File: config.mk
export PLATFORM = sky130hd
export DESIGN_NAME = snail_seq_detector
export DESIGN_NICKNAME = d
export VERILOG_FILES = /design/src/rtl/snail_pkg.sv /design/src/rtl/snail_hit_counter.sv /design/src/rtl/snail_seq_detector.sv
export SDC_FILE = /design/constraint.sdc
export NUM_CORES = 1
export LEC_CHECK = 0
export BUFFER_PORTS_ARGS = -buffer_cell sky130_fd_sc_hd__clkbuf_2
export CAP_MARGIN = 15
export CORE_ASPECT_RATIO = 0.8
export CORE_MARGIN = 2
export CORE_UTILIZATION = 41
export CTS_CLUSTER_SIZE = 20
export DETAILED_ROUTE_END_ITERATION = 7
export GPL_TIMING_DRIVEN = 0
export PLACE_DENSITY = 0.64
export SYNTH_ARGS = -nofsm -noshare
export SYNTH_HDL_FRONTEND = slang
export SYNTH_HIERARCHICAL = 1
export SYNTH_SLANG_ARGS = --single-unit
export TNS_END_PERCENT = 50
File: constraint.sdc
create_clock -name clk -period 4.3 [get_ports clk]
set_clock_uncertainty 0.1 [all_clocks]
set_input_delay 0.43 -clock clk [delete_from_list [all_inputs] [get_ports clk]]
set_output_delay 0.43 -clock clk [all_outputs]
set_load 0.05 [all_outputs]
File: src/rtl/snail_pkg.sv
// Shared constants and the prefix/suffix fallback function for the snail sequence detector.
package snail_pkg;
  localparam int PAT_W_MIN = 2;
  localparam int PAT_W_MAX = 16;
  localparam int RST_STATE = 0;

  // Pattern is right-aligned in pat; received-bit index i lives at pat[pat_w-1-i].
  // Returns the longest k (k < pat_w) such that the first k pattern bits equal the
  // last k bits of (first len pattern bits, then d). Covers advance, KMP fallback and
  // the overlapping-hit border in one search.
  function automatic logic [4:0] kmp_next(input logic [PAT_W_MAX-1:0] pat,
                                          input int pat_w, input int len,
                                          input logic d);
    int kmax, best, si;
    logic ok, pb, sb;
    logic [3:0] idx;
    kmax = (len + 1 < pat_w - 1) ? len + 1 : pat_w - 1;
    best = 0;
    for (int k = 1; k <= PAT_W_MAX; k++) begin
      if (k <= kmax) begin
        ok = 1'b1;
        for (int j = 0; j < PAT_W_MAX; j++) begin
          if (j < k) begin
            idx = 4'(pat_w - 1 - j);
            pb  = pat[idx];
            si  = len + 1 - k + j;
            idx = 4'(pat_w - 1 - si);
            sb  = (si < len) ? pat[idx] : d;
            if (pb != sb) ok = 1'b0;
          end
        end
        if (ok) best = k;
      end
    end
    return 5'(best);
  endfunction
endpackage

File: src/rtl/snail_hit_counter.sv
// Saturating hit counter; a clear wins over a simultaneous increment.
module snail_hit_counter #(
  parameter int CNT_W = 8
) (
  input  logic             clk,
  input  logic             _rst,
  input  logic             clr,
  input  logic             inc,
  output logic [CNT_W-1:0] cnt
);
  always_ff @(posedge clk or negedge _rst) begin
    if (!_rst)                   cnt <= '0;
    else if (clr)                cnt <= '0;
    else if (inc && cnt != '1)   cnt <= cnt + 1'b1;
  end
endmodule

File: src/rtl/snail_seq_detector.sv
// Programmable serial pattern detector with KMP fallback and overlap control.
// Define SNAIL_HIT_COUNTER_EN to build the saturating hit counter.
module snail_seq_detector
  import snail_pkg::*;
#(
  parameter int               PAT_W    = 4,
  parameter logic [PAT_W-1:0] PAT_INIT = 4'b1011,
  parameter int               CNT_W    = 8
) (
  input  logic                     clk,
  input  logic                     _rst,
  input  logic                     en,
  input  logic                     D,
  input  logic                     overlap,
  input  logic                     pat_load,
  input  logic [PAT_W-1:0]         pat_in,
  input  logic                     clr,
  output logic                     Q,
  output logic [$clog2(PAT_W)-1:0] match_len,
  output logic [CNT_W-1:0]         hit_cnt
);
  localparam int SW = $clog2(PAT_W);

  logic [PAT_W-1:0] pat_q;
  logic [SW-1:0]    state;
  logic             cur_bit;
  logic             hit;
  logic [SW-1:0]    nxt;

  assign cur_bit = pat_q[SW'(PAT_W - 1) - state];
  assign hit     = en && !pat_load && (D == cur_bit) && (state == SW'(PAT_W - 1));
  assign nxt     = (hit && !overlap) ? SW'(RST_STATE)
                 : SW'(kmp_next(PAT_W_MAX'(pat_q), PAT_W, int'(state), D));

  always_ff @(posedge clk or negedge _rst) begin
    if (!_rst) begin
      pat_q <= PAT_INIT;
      state <= SW'(RST_STATE);
      Q     <= 1'b0;
    end else if (pat_load) begin
      pat_q <= pat_in;
      state <= SW'(RST_STATE);
      Q     <= 1'b0;
    end else if (en) begin
      state <= nxt;
      Q     <= hit;
    end else begin
      Q     <= 1'b0;
    end
  end

  assign match_len = state;

`ifdef SNAIL_HIT_COUNTER_EN
  snail_hit_counter #(.CNT_W(CNT_W)) u_cnt (
    .clk (clk),
    ._rst(_rst),
    .clr (clr),
    .inc (hit),
    .cnt (hit_cnt)
  );
`else
  logic unused_clr;
  assign unused_clr = clr;
  assign hit_cnt    = '0;
`endif
endmodule

* Yosys cells after proc, flatten, opt, wreduce, memory -nomap -nowiden
Index checks and enable logic that the tools add are counted.
Cells by class: $add $sub $neg 274, $lt $le $gt $ge 290, eq/ne operators 60, multiplexer cells 600, reduce and logical (&&, ||, !) cells 7
Operator list (count):
- < comparator 32 x 3 -> 1 bit | 91
- < comparator 4 x 5 -> 1 bit (second input constant) | 136
- binary-select mux 1 bit (select 4 bit) | 136
- subtractor 3 x 4 -> 4 bit (first input constant) | 136
- 2-to-1 mux 1 bit | 429
- <= comparator 5 x 32 -> 1 bit (first input constant) | 8
- adder 5 x 4 -> 6 bit (second input constant) | 32
- adder 5 x 5 -> 6 bit (second input constant) | 28
- <= comparator 4 x 32 -> 1 bit (first input constant) | 4
- < comparator 7 x 3 -> 1 bit | 15
- adder 5 x 3 -> 6 bit (second input constant) | 16
- < comparator 5 x 3 -> 1 bit | 14
- 2-to-1 mux 2 bit | 33
- <= comparator 3 x 32 -> 1 bit (first input constant) | 2
- != test 1 bit | 58
- adder 6 x 5 -> 7 bit (second input constant) | 8
- < comparator 6 x 3 -> 1 bit | 9
- adder 5 x 2 -> 6 bit (second input constant) | 8
- adder 4 x 3 -> 5 bit (second input constant) | 9
- subtractor 3 x 4 -> 5 bit (second input constant) | 8
- <= comparator 2 x 32 -> 1 bit (first input constant) | 1
- <= comparator 6 x 32 -> 1 bit (first input constant) | 1
- < comparator 32 x 3 -> 1 bit (second input constant) | 1
- 2-to-1 mux 32 bit | 1
- 19 further kinds | 47
Word-level totals: register bits after elaboration 7, input port bits 11, output and inout port bits 11, logic and storage cells 1234

* Longest topological paths before layout
word-level depth 44, mapped depth 15, gate-level depth less buffers 13

* Least setup slack after synthesis
OpenSTA, ideal clock, no wires.
kind reg2reg, from register state[0] (netlist: match_len[0]), to register state[1] (netlist: match_len[1]), library setup time 0.137 ns, arrival time 3.481 ns, data required time 4.063 ns, path slack 0.582 ns, stages on the path, launching flop included 16, buffers on the path 3, clock period less this slack 3.718 ns, cell sequence dfrtp_1 > buf_6 > inv_1 > ha_1 > buf_6 > clkbuf_1 > nand2_1 > ha_1 > ha_1 > ha_1 > nor3b_1 > mux2i_1 > xor2_1 > nand3_1 > o211ai_1 > a41oi_2
On the way: cells in the longest elaborated chain, start to end 43, elaborated cells between the ends (all ways) 1076, those cells by class add/sub (272); order compare (151); eq/ne (59); mux (591); reduce/logical (3)
RTL lines:
- start, declared | RTL line snail_seq_detector.sv:25 | logic [SW-1:0] state;
- start signal, assigned | RTL line snail_seq_detector.sv:38 | state <= SW'(RST_STATE);
- start signal, assigned | RTL line snail_seq_detector.sv:42 | state <= SW'(RST_STATE);
- start signal, assigned | RTL line snail_seq_detector.sv:45 | state <= nxt;
- adder 2 x 1 -> 3 bit | RTL line snail_pkg.sv:17, snail_pkg.sv:26
- subtractor 3 x 2 -> 4 bit | RTL line snail_pkg.sv:26 | si = len + 1 - k + j;
- adder 4 x 2 -> 5 bit or subtractor 3 x 4 -> 4 bit (tied branches) | RTL line snail_pkg.sv:26, snail_pkg.sv:27
- subtractor 3 x 4 -> 4 bit or binary-select mux 1 bit (select 4 bit) (tied branches) | RTL line snail_pkg.sv:27, snail_pkg.sv:28
- binary-select mux 1 bit (select 4 bit) or 2-to-1 mux 1 bit (tied branches) | RTL line snail_pkg.sv:28 | sb = (si < len) ? pat[idx] : d;
- 2-to-1 mux 1 bit (implied by the code) | RTL line snail_pkg.sv:28
- 2-to-1 mux 1 bit or != test 1 bit (tied branches) | RTL line snail_pkg.sv:28, snail_pkg.sv:29
- != test 1 bit or 2-to-1 mux 1 bit (tied branches) | RTL line snail_pkg.sv:29 | if (pb != sb) ok = 1'b0;
- [27 not listed]
- 2-to-1 mux 2 bit | RTL line snail_pkg.sv:20 | if (k <= kmax) begin
- 2-to-1 mux 2 bit | RTL line snail_pkg.sv:32 | if (ok) best = k;
- 2-to-1 mux 2 bit | RTL line snail_pkg.sv:20
- 2-to-1 mux 2 bit | RTL line snail_pkg.sv:32
- 2-to-1 mux 2 bit | RTL line snail_pkg.sv:20
- 2-to-1 mux 2 bit (*) | RTL line snail_seq_detector.sv:32 | assign nxt = (hit && !overlap) ? SW'(RST_STATE)
- 2-to-1 mux 2 bit (*) | RTL line snail_seq_detector.sv:44 | end else if (en) begin
- 2-to-1 mux 2 bit (*) | RTL line snail_seq_detector.sv:40 | end else if (pat_load) begin
Every way passes the cells marked *; elsewhere a longest branch is shown, timed or not. The select of a mux whose other input is x is not followed. A chain may end at the register's enable or synchronous reset.

* Worst setup path in the final report
from register state[0] (netlist: match_len[0]), to register state[0] (netlist: match_len[0])
On the way: cells in the longest elaborated chain, start to end 44, elaborated cells between the ends (all ways) 1088, those cells by class add/sub (274); order compare (153); eq/ne (60); mux (598); reduce/logical (3)
RTL lines (RTL line):
- branches (longest 41 deep; another with adder 4 x 2 -> 5 bit)
- 2-to-1 mux 2 bit (*) | snail_seq_detector.sv:32
- 2-to-1 mux 2 bit (*) | snail_seq_detector.sv:44
- 2-to-1 mux 2 bit (*) | snail_seq_detector.sv:40
Mark *: on every way between the ends. The select of a mux whose other input is x is not followed.

==> results.yml <==
outcome:
  status: "completed"
clocking:
  cts_setup_buffers: 0
  cts_buffer_depth: 2
  cts-root-buf: "clkbuf_8"
  clock-sinks: 7
  clk_latency_ps: 230
  cts_tree: "done"
  cts_max_level: 1
  cts_buffers: 3
  clk_pin_slew_ps: 40
  cts_resized: 0
setup_path:
  critPathMaxFanout: 10
  critPathLaunchType: "flip-flop"
  critPathKind: "reg2reg"
  cp_data_required_time_ps: 4300
  cp_data_arrival_time_ps: 3790
  end_kind: "flip-flop"
route:
  antenna_left: 0
  via_per_inst: 5.53
  drcViolationCount: 0
  vias: 1619
  drt_first_pass_iters: 4
  routed_wl_mm: 4.49
  avgRoutedWirePerCell_um: 15.3
  first_iter_violations: 118
global_routing:
  grt_pass1_wl_mm: 7.36
  grt_max_degree: 13
  grt_pass1_vias: 1432
  grt-ovfl-total: 0
  gr-usage-all-layers: 0.184
  antenna_found_initial: 0
place:
  dp_slack_ps: 277
  finalWeightedCongestion: 0.866
  placed_area_um2: 2010
  dp_hpwl_mm: 3.50
  portBuffers: 11
  dpl.cell_count: 289
sta:
  rsz0062_at_grt: "false"
  max-slew-margin-rel: 0.606
  hold_ws_ps: 316
  tightest_slew_ps: 590
  timing.fmax_mhz: 264
  fin_tns_setup_ps: 0
  fin_ws_ps: 512
  drv_slew: 0
  finalCritPeriodShare: 0.881
  setup_viol: 0
  layout_min_cycle_time_ps: 3790
  timing_hold_violations_final: 0
pwr:
  total_power_uw: 407
  vdd_drop_max_v: 0.000218
  p_int_uw: 234
  p_per_area_nw_per_um2: 198
  swShare: 0.425
  p_leak_nw: 0.867
  p_comb_frac: 0.579
  seqPwrFrac: 0.196
  clkPwrFrac: 0.225
  switchingPower_uw: 173
die:
  num_io_pins: 22
  die_width_um: 79.2
  die_h_um: 64.2
  design.die.area_um2: 5080
  rows: 21
  coreArea_um2: 4260
  start_util: 0.436
layout:
  final_layout_size_suffix_gt1_frac: 0.220
  n_antenna_cell: 0
  fin_util: 0.484
  fin_area_um2: 2060
  fin_cells: 293
  area_delta_synth_final_pct: 11.1
  final_nets: 274
yosys:
  yosys_warnings: 6
  synth_cell_types: 55
  netlist_instances: 214
  syn_area_per_cell_um2: 8.66
  synth_edf_count: 0
  synth_area_um2: 1850
  synth_seq_cells: 7
  ys.flop_type: "dfrtp_1"
  yosysSeqAreaShare: 0.0965
  ys_async_sr_fraction: 1.00
run:
  cap_viol_max_count: 0
worst_hold_path:
  min_path_type: "in2reg"
==> per-layer routing <==
| metal | share of wire | track usage | up-vias | routed length (µm) |
|---|---|---|---|---|
| li1 | - | - | 798 | - |
| met1 | 0.49 | 0.295 | 752 | 2190 |
| met2 | 0.44 | 0.276 | 69 | 1980 |
| met3 | 0.070 | 0.0212 | 0 | 313 |
| met4 | 0 | 0.00862 | 0 | 0 |
| met5 | 0 | 0 | - | 0 |
==> worst paths after layout <==
| kind | depth (start not counted) | to | slack [ps] | startpoint |
|---|---|---|---|---|
| setup / recovery | 15 | match_len[0]$_DFFE_PN0P_ | 510 | match_len[0]$_DFFE_PN0P_ |
| setup reg to reg | 15 | match_len[0]$_DFFE_PN0P_ | 510 | match_len[0]$_DFFE_PN0P_ |
| hold reg to reg | 2 | pat_q[0]$_DFFE_PN1P_ | 690 | pat_q[0]$_DFFE_PN1P_ |
| hold / removal | 3 | pat_q[2]$_DFFE_PN0P_ | 320 | pat_in[2] |
| max in group asynchronous | 2 | pat_q[0]$_DFFE_PN1P_ | 3390 | _rst |
| min in group asynchronous | 2 | Q$_DFF_PN0_ | 470 | _rst |
==> timing repair <==
action                                 4_1_cts  5_1_grt
hold buffers                                 1        0
setup endpoints to repair                    0        2
endpoints found under the hold margin        4        0
==> layout by cell type (no fill, tap or decap), drive strengths merged, types with 7 or more instances in the layout <==
cell type and count:
inv 16, xnor2 8, mux2 8, clkbuf 19, a21oi 10, mux2i 7
nand3 10, conb 8, ha 26, xor2 11, nand2 21, buf 15
==> cells by family (layout without fill, tap and decap cells) <==
kind of cell / after synthesis / count (layout) / share of synthesized area
xor gates and xnor gates: 20 / 20 / 0.113
AOI/OAI and AO/OA: 39 / 39 / 0.166
DFF: 7 / 7 / 0.0965
adders and majority gates: 26 / 26 / 0.175
muxes: 20 / 20 / 0.153
buffers and inverters: 37 / 52 / 0.107
other: 1 / 8 / 0.00202
and+or+nand+nor: 64 / 64 / 0.187
==> power by group through the flow <==
| stage | combinational, mW | sequential, mW | clock, mW |
|---|---|---|---|
| 3_5_place_dp | 0.233 | 0.0808 | 0 |
| 2_1_floorplan | 0.186 | 0.0815 | 0 |
| 6_report | 0.236 | 0.0799 | 0.0915 |
| 4_1_cts | 0.235 | 0.0800 | 0.0934 |
| 5_1_grt | 0.260 | 0.0806 | 0.0999 |
| 3_3_place_gp | 0.233 | 0.0802 | 0 |
==> flip-flops by register name, summed over array words and instances (netlist names) <==
signal	flops
Q	1
pat_q	4
match_len	2
==> worst max-delay path: stages (launching register included) <==
cell and delay, ps:
dfrtp_1 510, buf_6 220, inv_1 180, ha_1 200
inv_1 70, ha_1 350, clkbuf_1 320, inv_1 190
ha_1 260, nor2b_1 140, a2111o_1 370, a21boi_0 170
a41oi_1 80, xor2_1 180, a41oi_1 220, o21ai_1 90
==> layout make-up <==
cell class                 instances  area [µm²]
timing repair buffer              12        65.1
multi-input combinational        177        1500
clock inverter                     1        5.00
tap                               57        71.3
fill                             403        2200
sequential                         7         179
buffer                            20         135
inverter                          16        60.1
clock buffer                       3        41.3
==> cells in the mapped netlist (4+ instances only) <==
| cell type | instances | area share |
|---|---|---|
| dfrtp_1 | 4 | 0.054 |
| nor2_1 | 4 | 0.0081 |
| buf_4 | 10 | 0.040 |
| ha_1 | 26 | 0.18 |
| nor3_1 | 6 | 0.016 |
| nor2b_1 | 6 | 0.020 |
| inv_1 | 15 | 0.030 |
| xnor2_1 | 7 | 0.033 |
| mux2i_1 | 7 | 0.038 |
| xor2_1 | 11 | 0.052 |
| o21ai_0 | 5 | 0.013 |
| nand2_1 | 20 | 0.040 |
| nand3_1 | 10 | 0.027 |
| clkbuf_1 | 6 | 0.012 |
| a21oi_1 | 9 | 0.024 |
| mux2_2 | 7 | 0.043 |
(Power assumes the default switching activity.)
